==> src/rtl/vga_timing_pkg.sv <==
// 640x480@60 timing constants and helpers shared by the sync generator and the renderer.
package vga_timing_pkg;

    localparam int DEF_H_ACTIVE = 640;
    localparam int DEF_H_FP     = 16;
    localparam int DEF_H_SYNC   = 96;
    localparam int DEF_H_BP     = 48;
    localparam int DEF_V_ACTIVE = 480;
    localparam int DEF_V_FP     = 10;
    localparam int DEF_V_SYNC   = 2;
    localparam int DEF_V_BP     = 33;

    localparam int H_TOTAL = DEF_H_ACTIVE + DEF_H_FP + DEF_H_SYNC + DEF_H_BP;
    localparam int V_TOTAL = DEF_V_ACTIVE + DEF_V_FP + DEF_V_SYNC + DEF_V_BP;

    localparam int H_SYNC_START = DEF_H_ACTIVE + DEF_H_FP;
    localparam int H_SYNC_END   = H_SYNC_START + DEF_H_SYNC - 1;
    localparam int V_SYNC_START = DEF_V_ACTIVE + DEF_V_FP;
    localparam int V_SYNC_END   = V_SYNC_START + DEF_V_SYNC - 1;

    localparam logic DEF_SYNC_ACTIVE = 1'b0;

    // ROM read plus RGB output register in the renderer
    localparam int RENDER_LATENCY = 2;

    typedef struct packed {
        logic hsync;
        logic vsync;
        logic display_on;
    } sync_bits_t;

    function automatic logic sync_level(input logic in_pulse, input logic active);
        return in_pulse ? active : ~active;
    endfunction

endpackage

==> src/rtl/vga_sync_gen_if.sv <==
// Scan position and DAC strobes from the VGA timing generator.
interface vga_sync_gen_if;

  logic signed [31:0] X;
  logic signed [31:0] Y;
  logic               display_on;
  logic               frame_end;
  logic               hsync;
  logic               vsync;
  logic               blank_n;

  modport master (output X, Y, display_on, frame_end, hsync, vsync, blank_n);
  modport slave  (input  X, Y, display_on, frame_end, hsync, vsync, blank_n);

endinterface

==> src/rtl/vga_sync_gen_sync_delay_line.sv <==
// Async-reset shift register of DEPTH stages; DEPTH=0 passes d straight through.
module sync_delay_line #(
  parameter int               WIDTH   = 3,
  parameter int               DEPTH   = 2,
  parameter logic [WIDTH-1:0] RST_VAL = '0
) (
  input  logic             VGA_clk,
  input  logic             rst,
  input  logic [WIDTH-1:0] d,
  output logic [WIDTH-1:0] q
);

  generate
    if (DEPTH == 0) begin : g_bypass
      wire unused_bypass = ^{VGA_clk, rst, RST_VAL};
      assign q = d;
    end else begin : g_chain
      logic [WIDTH-1:0] stage_reg [DEPTH];

      always_ff @(posedge VGA_clk or posedge rst) begin
        if (rst) begin
          for (int i = 0; i < DEPTH; i++) stage_reg[i] <= RST_VAL;
        end else begin
          stage_reg[0] <= d;
          for (int i = 1; i < DEPTH; i++) stage_reg[i] <= stage_reg[i-1];
        end
      end

      assign q = stage_reg[DEPTH-1];
    end
  endgenerate

endmodule

==> src/rtl/vga_sync_gen.sv <==
// VGA scan counters with registered position decodes and sync/blank delayed to match the renderer.
module vga_sync_gen
  import vga_timing_pkg::*;
#(
  parameter int   H_ACTIVE    = DEF_H_ACTIVE,
  parameter int   H_FP        = DEF_H_FP,
  parameter int   H_SYNC      = DEF_H_SYNC,
  parameter int   H_BP        = DEF_H_BP,
  parameter int   V_ACTIVE    = DEF_V_ACTIVE,
  parameter int   V_FP        = DEF_V_FP,
  parameter int   V_SYNC      = DEF_V_SYNC,
  parameter int   V_BP        = DEF_V_BP,
  parameter logic SYNC_ACTIVE = DEF_SYNC_ACTIVE,
  parameter int   PIPE_DELAY  = RENDER_LATENCY
) (
  input logic            VGA_clk,
  input logic            rst,
  vga_sync_gen_if.master vga
);

  localparam int H_TOT = H_ACTIVE + H_FP + H_SYNC + H_BP;
  localparam int V_TOT = V_ACTIVE + V_FP + V_SYNC + V_BP;
  localparam int HW    = $clog2(H_TOT);
  localparam int VW    = $clog2(V_TOT);

  localparam logic [HW-1:0] H_LAST   = HW'(H_TOT - 1);
  localparam logic [HW-1:0] H_ACT    = HW'(H_ACTIVE);
  localparam logic [HW-1:0] HS_START = HW'(H_ACTIVE + H_FP);
  localparam logic [HW-1:0] HS_END   = HW'(H_ACTIVE + H_FP + H_SYNC - 1);
  localparam logic [VW-1:0] V_LAST   = VW'(V_TOT - 1);
  localparam logic [VW-1:0] V_ACT    = VW'(V_ACTIVE);
  localparam logic [VW-1:0] VS_START = VW'(V_ACTIVE + V_FP);
  localparam logic [VW-1:0] VS_END   = VW'(V_ACTIVE + V_FP + V_SYNC - 1);

  logic [HW-1:0] h_cnt_reg, h_cnt_next;
  logic [VW-1:0] v_cnt_reg, v_cnt_next;
  logic          display_on_reg, frame_end_reg, hsync_reg, vsync_reg;
  sync_bits_t    dly_in, dly_out;

  always_comb begin
    h_cnt_next = h_cnt_reg + 1'b1;
    v_cnt_next = v_cnt_reg;
    if (h_cnt_reg == H_LAST) begin
      h_cnt_next = '0;
      v_cnt_next = (v_cnt_reg == V_LAST) ? '0 : v_cnt_reg + 1'b1;
    end
  end

  // Reset parks the counters on the last pixel so the first edge lands on (0,0).
  // Decodes look at the next-state counters so they line up with X/Y.
  always_ff @(posedge VGA_clk or posedge rst) begin
    if (rst) begin
      h_cnt_reg      <= H_LAST;
      v_cnt_reg      <= V_LAST;
      display_on_reg <= 1'b0;
      frame_end_reg  <= 1'b0;
      hsync_reg      <= ~SYNC_ACTIVE;
      vsync_reg      <= ~SYNC_ACTIVE;
    end else begin
      h_cnt_reg      <= h_cnt_next;
      v_cnt_reg      <= v_cnt_next;
      display_on_reg <= (h_cnt_next < H_ACT) && (v_cnt_next < V_ACT);
      frame_end_reg  <= (h_cnt_next == '0) && (v_cnt_next == V_ACT);
      hsync_reg      <= sync_level((h_cnt_next >= HS_START) && (h_cnt_next <= HS_END),
                                   SYNC_ACTIVE);
      vsync_reg      <= sync_level((v_cnt_next >= VS_START) && (v_cnt_next <= VS_END),
                                   SYNC_ACTIVE);
    end
  end

  assign dly_in = '{hsync: hsync_reg, vsync: vsync_reg, display_on: display_on_reg};

  sync_delay_line #(
    .WIDTH   (3),
    .DEPTH   (PIPE_DELAY),
    .RST_VAL ({~SYNC_ACTIVE, ~SYNC_ACTIVE, 1'b0})
  ) u_sync_delay_line (
    .VGA_clk (VGA_clk),
    .rst     (rst),
    .d       (dly_in),
    .q       (dly_out)
  );

  assign vga.X          = 32'(h_cnt_reg);
  assign vga.Y          = 32'(v_cnt_reg);
  assign vga.display_on = display_on_reg;
  assign vga.frame_end  = frame_end_reg;
  assign vga.hsync      = dly_out.hsync;
  assign vga.vsync      = dly_out.vsync;
  assign vga.blank_n    = dly_out.display_on;

endmodule

==> src/flat_wrapper.sv <==
// flat-port wrapper written by rule: the top's interface ports become plain ports
module vga_sync_gen_flat import vga_timing_pkg::*;
#(
  parameter int   H_ACTIVE    = DEF_H_ACTIVE,
  parameter int   H_FP        = DEF_H_FP,
  parameter int   H_SYNC      = DEF_H_SYNC,
  parameter int   H_BP        = DEF_H_BP,
  parameter int   V_ACTIVE    = DEF_V_ACTIVE,
  parameter int   V_FP        = DEF_V_FP,
  parameter int   V_SYNC      = DEF_V_SYNC,
  parameter int   V_BP        = DEF_V_BP,
  parameter logic SYNC_ACTIVE = DEF_SYNC_ACTIVE,
  parameter int   PIPE_DELAY  = RENDER_LATENCY
)
  (VGA_clk, rst, vga_X, vga_Y, vga_display_on, vga_frame_end, vga_hsync, vga_vsync, vga_blank_n);
  vga_sync_gen_if vga_i ();
  input logic VGA_clk;
  input logic rst;
  output wire logic [$bits(vga_i.X)-1:0] vga_X;
  output wire logic [$bits(vga_i.Y)-1:0] vga_Y;
  output wire logic [$bits(vga_i.display_on)-1:0] vga_display_on;
  output wire logic [$bits(vga_i.frame_end)-1:0] vga_frame_end;
  output wire logic [$bits(vga_i.hsync)-1:0] vga_hsync;
  output wire logic [$bits(vga_i.vsync)-1:0] vga_vsync;
  output wire logic [$bits(vga_i.blank_n)-1:0] vga_blank_n;
  assign vga_X = vga_i.X;
  assign vga_Y = vga_i.Y;
  assign vga_display_on = vga_i.display_on;
  assign vga_frame_end = vga_i.frame_end;
  assign vga_hsync = vga_i.hsync;
  assign vga_vsync = vga_i.vsync;
  assign vga_blank_n = vga_i.blank_n;
  vga_sync_gen #(.H_ACTIVE(H_ACTIVE), .H_FP(H_FP), .H_SYNC(H_SYNC), .H_BP(H_BP), .V_ACTIVE(V_ACTIVE), .V_FP(V_FP), .V_SYNC(V_SYNC), .V_BP(V_BP), .SYNC_ACTIVE(SYNC_ACTIVE), .PIPE_DELAY(PIPE_DELAY)) u_core (.VGA_clk(VGA_clk), .rst(rst), .vga(vga_i));
endmodule
==> config.mk <==
export PLATFORM = sky130hd
export DESIGN_NAME = vga_sync_gen_flat
export DESIGN_NICKNAME = d
export VERILOG_FILES = /design/src/rtl/vga_timing_pkg.sv /design/src/rtl/vga_sync_gen_if.sv /design/src/rtl/vga_sync_gen_sync_delay_line.sv /design/src/rtl/vga_sync_gen.sv /design/src/flat_wrapper.sv
export SDC_FILE = /design/constraint.sdc
export NUM_CORES = 1
export LEC_CHECK = 0
export BUFFER_PORTS_ARGS = -buffer_cell sky130_fd_sc_hd__buf_2
export CORE_AREA = 10 10 75 90
export CTS_CLUSTER_DIAMETER = 100
export DETAILED_ROUTE_END_ITERATION = 6
export DIE_AREA = 0 0 85 100
export PLACE_DENSITY = 0.65
export SYNTH_ARGS = -nofsm -noshare
export SYNTH_HDL_FRONTEND = slang
export SYNTH_HIERARCHICAL = 1
export SYNTH_SLANG_ARGS = --single-unit
export TNS_END_PERCENT = 10
==> constraint.sdc <==
create_clock -name VGA_clk -period 4 [get_ports VGA_clk]
set_clock_uncertainty 0.15 [all_clocks]
set_input_delay 0.8 -clock VGA_clk [delete_from_list [all_inputs] [get_ports VGA_clk]]
set_output_delay 0.8 -clock VGA_clk [all_outputs]
set_load 0.05 [all_outputs]
; ---- Word-level counts from Yosys, hierarchy flattened
; Index checks and enable logic that the tools add are counted.
[classes]
eq_ne = 3
n_mux = 5
order_cmp = 6
reduce_logical = 5
add_sub_neg = 2
[op_table]
columns = operator, n
row1 = 10-bit 2-to-1 mux, 3
row2 = "10-bit by 1-bit adder with 10-bit output, second input constant", 2
row3 = "10-bit equality test, second input constant", 2
row4 = "10-bit by 9-bit equality test with 1-bit output, second input constant", 1
row5 = "10-bit >= comparator, second input constant", 1
row6 = "10-bit by 9-bit >= comparator with 1-bit output, second input constant", 1
row7 = "10-bit less-or-equal comparator, second input constant", 1
row8 = "10-bit by 9-bit less-or-equal comparator with 1-bit output, second input constant", 1
row9 = 10-bit zero test, 1
row10 = "10-bit < comparator, second input constant", 1
row11 = "10-bit by 9-bit < comparator with 1-bit output, second input constant", 1
row12 = 1-bit logical AND, 4
row13 = 1-bit 2-to-1 mux, 2
[word_totals]
word_cells = 29
out_inout_bits = 69
register_bits = 30

; ---- Logic depth before layout (Yosys ltp)
[depth]
depth_word = 6
mapped_depth = 8

; ---- Modules after synthesis
; The synthesis kept the hierarchy.
[modules_own_cells]
columns = module, seq_area_each_um2, instances, area_per_inst_um2, cells_per_inst
row1 = vga_sync_gen, 615.6, 1, 1878.1, 204
row2 = sync_delay_line, 155.1, 1, 181.4, 10

; ---- Least setup slack after synthesis
; No wires, ideal clock.
[synth_path]
path_type = register -> register
start = reg u_core.h_cnt_reg[0]
end = reg u_core.display_on_reg, in the netlist u_core/vga.display_on
path_stages_with_launch = 8
arrival_time_ns = 2.439
setup_ns = 0.139
period_less_slack_ns = 2.728
setup_slack_ns = 1.272
n_path_buf = 1
cell_sequence = dfstp_2 > ha_1 > nand4_4 > or3_4 > buf_6 > or4_1 > o21ai_2 > nor3_1
[synth_via]
elab_chain_len = 4
elab_cells_between_ends = 7
[synth_rtl]
columns = item, line_no
row1 = start: declaration, vga_sync_gen.sv:35  ; logic [HW-1:0] h_cnt_reg, h_cnt_next;
row2 = start signal: assignment, vga_sync_gen.sv:60  ; h_cnt_reg <= h_cnt_next;
row3 = 10-bit equality test, vga_sync_gen.sv:43  ; if (h_cnt_reg == H_LAST) begin
row4 = 10-bit 2-to-1 mux, vga_sync_gen.sv:43
row5 = via u_core.v_cnt_next[9], vga_sync_gen.sv:36  ; logic [VW-1:0] v_cnt_reg, v_cnt_next;
row6 = 10-bit by 9-bit < comparator with 1-bit output, vga_sync_gen.sv:62  ; display_on_reg <= (h_cnt_next < H_ACT) && (v_cnt_next < V_ACT);
row7 = 1-bit logical AND, vga_sync_gen.sv:62
row8 = end signal: assignment, vga_sync_gen.sv:62
row9 = end: declaration, vga_sync_gen.sv:37  ; logic display_on_reg, frame_end_reg, hsync_reg, vsync_reg;
; The timed path passes the listed nets, and every way through them passes these cells.

; ---- Worst setup path in the final report
[layout_path]
start = reg u_core.h_cnt_reg[0]
end = reg u_core.frame_end_reg, in the netlist u_core/vga.frame_end
[layout_via]
elab_chain_len = 4
elab_cells_between_ends = 7
[layout_rtl]
columns = item, line_no
row1 = 10-bit equality test, vga_sync_gen.sv:43
row2 = 10-bit 2-to-1 mux, vga_sync_gen.sv:43
row3 = via u_core.v_cnt_next[5], vga_sync_gen.sv:36
row4 = 10-bit by 9-bit equality test with 1-bit output, vga_sync_gen.sv:63  ; frame_end_reg <= (h_cnt_next == '0) && (v_cnt_next == V_ACT);
row5 = 1-bit logical AND, vga_sync_gen.sv:63
row6 = end signal: assignment, vga_sync_gen.sv:63
row7 = end: declaration, vga_sync_gen.sv:37
; The timed path passes the listed nets, and every way through them passes these cells.

==> impl_metrics.sql <==
INSERT INTO impl_metrics (metric_group, metric, value, unit) VALUES
('outcome', 'outcome', 'completed', ''),
('pwr', 'internal-power', '0.4877', 'mW'),
('finish', 'final_cell_area', '2116', 'um^2'),
('yosys', 'syn_avg_cell_area', '9.624', 'um^2'),
('yosys', 'synth.top_cell.area_share', '20.41', '%'),
('floorplan', 'die_area', '8500', 'um^2'),
('timing', 'fmax', '382.5', 'MHz'),
('placement', 'place_hpwl', '3504', 'um'),
('finish', 'post_route_cells_drive_above_1_share', '27.12', '%'),
('timing', 'holdWs', '0.2004', 'ns'),
('placement', 'globalplace.congestion', '0.8988', ''),
('pwr', 'vdd_ir_drop_max', '0.0001681', 'V'),
('drt', 'number_of_optimization_iterations_in_the_first_detailed_route_pass', '4', ''),
('yosys', 'netlist_instances', '214', ''),
('global_routing', 'grt_pass1_wl', '7493', 'um'),
('critical_path', 'critical_path_class', 'flop to flop', ''),
('finish', 'final_nets', '241', ''),
('critical_path', 'reg2reg_setup_slack', '1.39', 'ns'),
('critical_path', 'path_max_fanout', '11', ''),
('pwr', 'power.clock.fraction', '42.7', '%'),
('clock_tree', 'numCtsBuffers', '5', ''),
('drt', 'drtIter0Drc', '85', ''),
('drt', 'route.antenna.remaining_nets', '0', ''),
('critical_path', 'cp_cell_sequence', 'ha_1 > nand4_4 > or3_4 > o32a_2 > nor4b_1 > and4_1', ''),
('global_routing', 'vias_in_the_first_global_route', '1495', ''),
('finish', 'finalCoreUtilization', '41.35', '%'),
('job', 'max-cap-violations', '0', ''),
('pwr', 'power-per-cell-area', '331.4', 'nW/um^2'),
('clock_tree', 'worst_case_clock_buffer_depth', '2', ''),
('clock_tree', 'ctsHoldBuffers', '0', ''),
('pwr', 'swShare', '30.43', '%'),
('finish', 'synthToLayoutAreaGrowth', '2.734', '%'),
('global_routing', 'grt_antenna_before_repair', '0', ''),
('critical_path', 'critPathMaxStageDelay', '0.57', 'ns'),
('timing', 'final_max_slew_viol_count', '0', ''),
('critical_path', 'cp_slowest_cell', 'dfstp_2', ''),
('critical_path', 'critical_path.top_delay_family', 'simple AND/OR/NAND/NOR gates', ''),
('pwr', 'pwr-share-comb', '13.9', '%'),
('yosys', 'synth_area_leader_cell', 'dfstp_2', ''),
('timing', 'slew_headroom', '39.95', '%'),
('yosys', 'ys_top_cells_by_area', 'dfstp_2, buf_4, dfrtp_1', ''),
('clock_tree', 'clk_pin_slew', '0.07', 'ns'),
('clock_tree', 'tritoncts_clock_tree', 'yes', ''),
('floorplan', 'die_outline_width', '85', 'um'),
('global_routing', 'grt_max_degree', '25', ''),
('timing', 'timing_hold_violations_final', '0', ''),
('clock_tree', 'cts_root_buffer', 'clkbuf_8', ''),
('clock_tree', 'cts.sink_count', '30', ''),
('critical_path', 'worst_setup_path_end_kind', 'flop', ''),
('timing', 'worstMarginPinSlew', '0.8998', 'ns'),
('yosys', 'synth-seq-cells', '30', ''),
('yosys', 'synth_edf_count', '0', ''),
('pwr', 'power_switching', '0.2133', 'mW'),
('yosys', 'post_synth_instance_area', '2059', 'um^2'),
('floorplan', 'num_io_pins', '71', ''),
('yosys', 'postSynth.topFlopCell', 'dfstp_2', ''),
('drt', 'routedWlPerCell', '15.16', 'um'),
('pwr', 'pwr-share-seq', '43.4', '%'),
('drt', 'total_drc_errors_in_the_routed_layout', '0', ''),
('timing', 'finalWorstPathRequiredPeriod', '2.614', 'ns'),
('critical_path', 'worst-path-buf-inv', '0', ''),
('yosys', 'ys_warn_count', '6', ''),
('timing', 'finalSetupTns', '0', 'ns'),
('drt', 'routed_wirelength', '4518', 'um'),
('drt', 'total_via_count_in_the_routed_design', '1484', ''),
('critical_path', 'worstPathRequired', '4.02', 'ns'),
('worst_hold_path', 'hold_class', 'flop to flop', ''),
('yosys', 'synth-async-reset-ratio', '100.0', '%'),
('yosys', 'post-synth-top-count-cell', 'buf_4', ''),
('placement', 'detailed_place.area', '2007', 'um^2'),
('clock_tree', 'cts_repair_resize_count', '0', '');
per-layer routing:
metal | up-vias | wire length, um | global-route usage, %
li1 | 697 | - | -
met1 | 701 | 1757 | 11.57
met2 | 76 | 2120 | 17.09
met3 | 10 | 547 | 5.754
met4 | 0 | 94 | 4.061
met5 | - | 0 | 0
power groups by stage:
stage                     combinational (mW)  clock, mW  sequential [mW]
after CTS                             0.0960      0.307            0.304
after detailed placement              0.0961          0            0.309
after global routing                   0.102      0.325            0.304
final                                 0.0977      0.299            0.304
after floorplan                        0.128          0            0.309
after global placement                0.0959          0            0.309
metrics by stage:
step	setup WS [ns]	total power [mW]	cells
after global routing	1.152	0.7313	298
after global placement	1.452	0.4051	290
after detailed placement	1.392	0.4053	290
final	1.386	0.7011	298
after floorplan	1.272	0.4367	257
after CTS	1.393	0.7069	298
worst register-to-register path, stage by stage (launching register included):
cell and delay, ns:
dfstp_2 0.57, ha_1 0.32, nand4_4 0.23, or3_4 0.49
o32a_2 0.41, nor4b_1 0.17, and4_1 0.17
layout by cell type (no fill, tap or decap), drive strengths merged, types with 4 or more instances in the layout:
cell type / netlist / layout
xnor2: 7 / 7
nor3: 5 / 5
a21oi: 4 / 4
inv: 13 / 13
buf: 54 / 27
nand2: 12 / 12
dfstp: 16 / 16
nand3: 6 / 6
ha: 4 / 4
o21ai: 11 / 11
and3: 4 / 4
xor2: 5 / 5
clkbuf: 2 / 5
conb: 1 / 44
dfrtp: 14 / 14
nor2: 10 / 10
cells by family after synthesis:
group	count (synthesis)	share of synthesized area, %
adders and majority gates	4	2.430
DFF	30	37.42
buffers and inverters	69	23.21
xor gates and xnor gates	12	5.103
other	1	0.1821
and+or+nand+nor	62	19.44
AOI/OAI and AO/OA	36	12.21
path summary, 6_finish.rpt:
path / start / end / depth (start not counted)
max in group asynchronous: rst / u_core/v_cnt_reg[1]$_DFF_PP0_ / 2
min in group asynchronous: rst / u_core/u_sync_delay_line/g_chain.stage_reg[3]$_DFF_PP0_ / 2
worst max-delay path: u_core/h_cnt_reg[0]$_DFF_PP1_ / u_core/vga.frame_end$_DFF_PP0_ / 6
worst max register to register: u_core/h_cnt_reg[0]$_DFF_PP1_ / u_core/vga.frame_end$_DFF_PP0_ / 6
worst min-delay path: u_core/u_sync_delay_line/g_chain.stage_reg[3]$_DFF_PP0_ / u_core/u_sync_delay_line/q[0]$_DFF_PP0_ / 0
worst min register to register: u_core/u_sync_delay_line/g_chain.stage_reg[3]$_DFF_PP0_ / u_core/u_sync_delay_line/q[0]$_DFF_PP0_ / 0
area by class of cell:
type / count / area, um^2
Sequential cell: 30 / 770.7
Clock buffer: 5 / 68.82
Multi-Input combinational cell: 158 / 972.2
Tap cell: 62 / 77.57
Fill cell: 514 / 3000
Inverter: 13 / 48.80
Clock inverter: 3 / 40.04
Timing Repair Buffer: 27 / 137.6
Note: power is estimated with default switching activity, not from simulation.
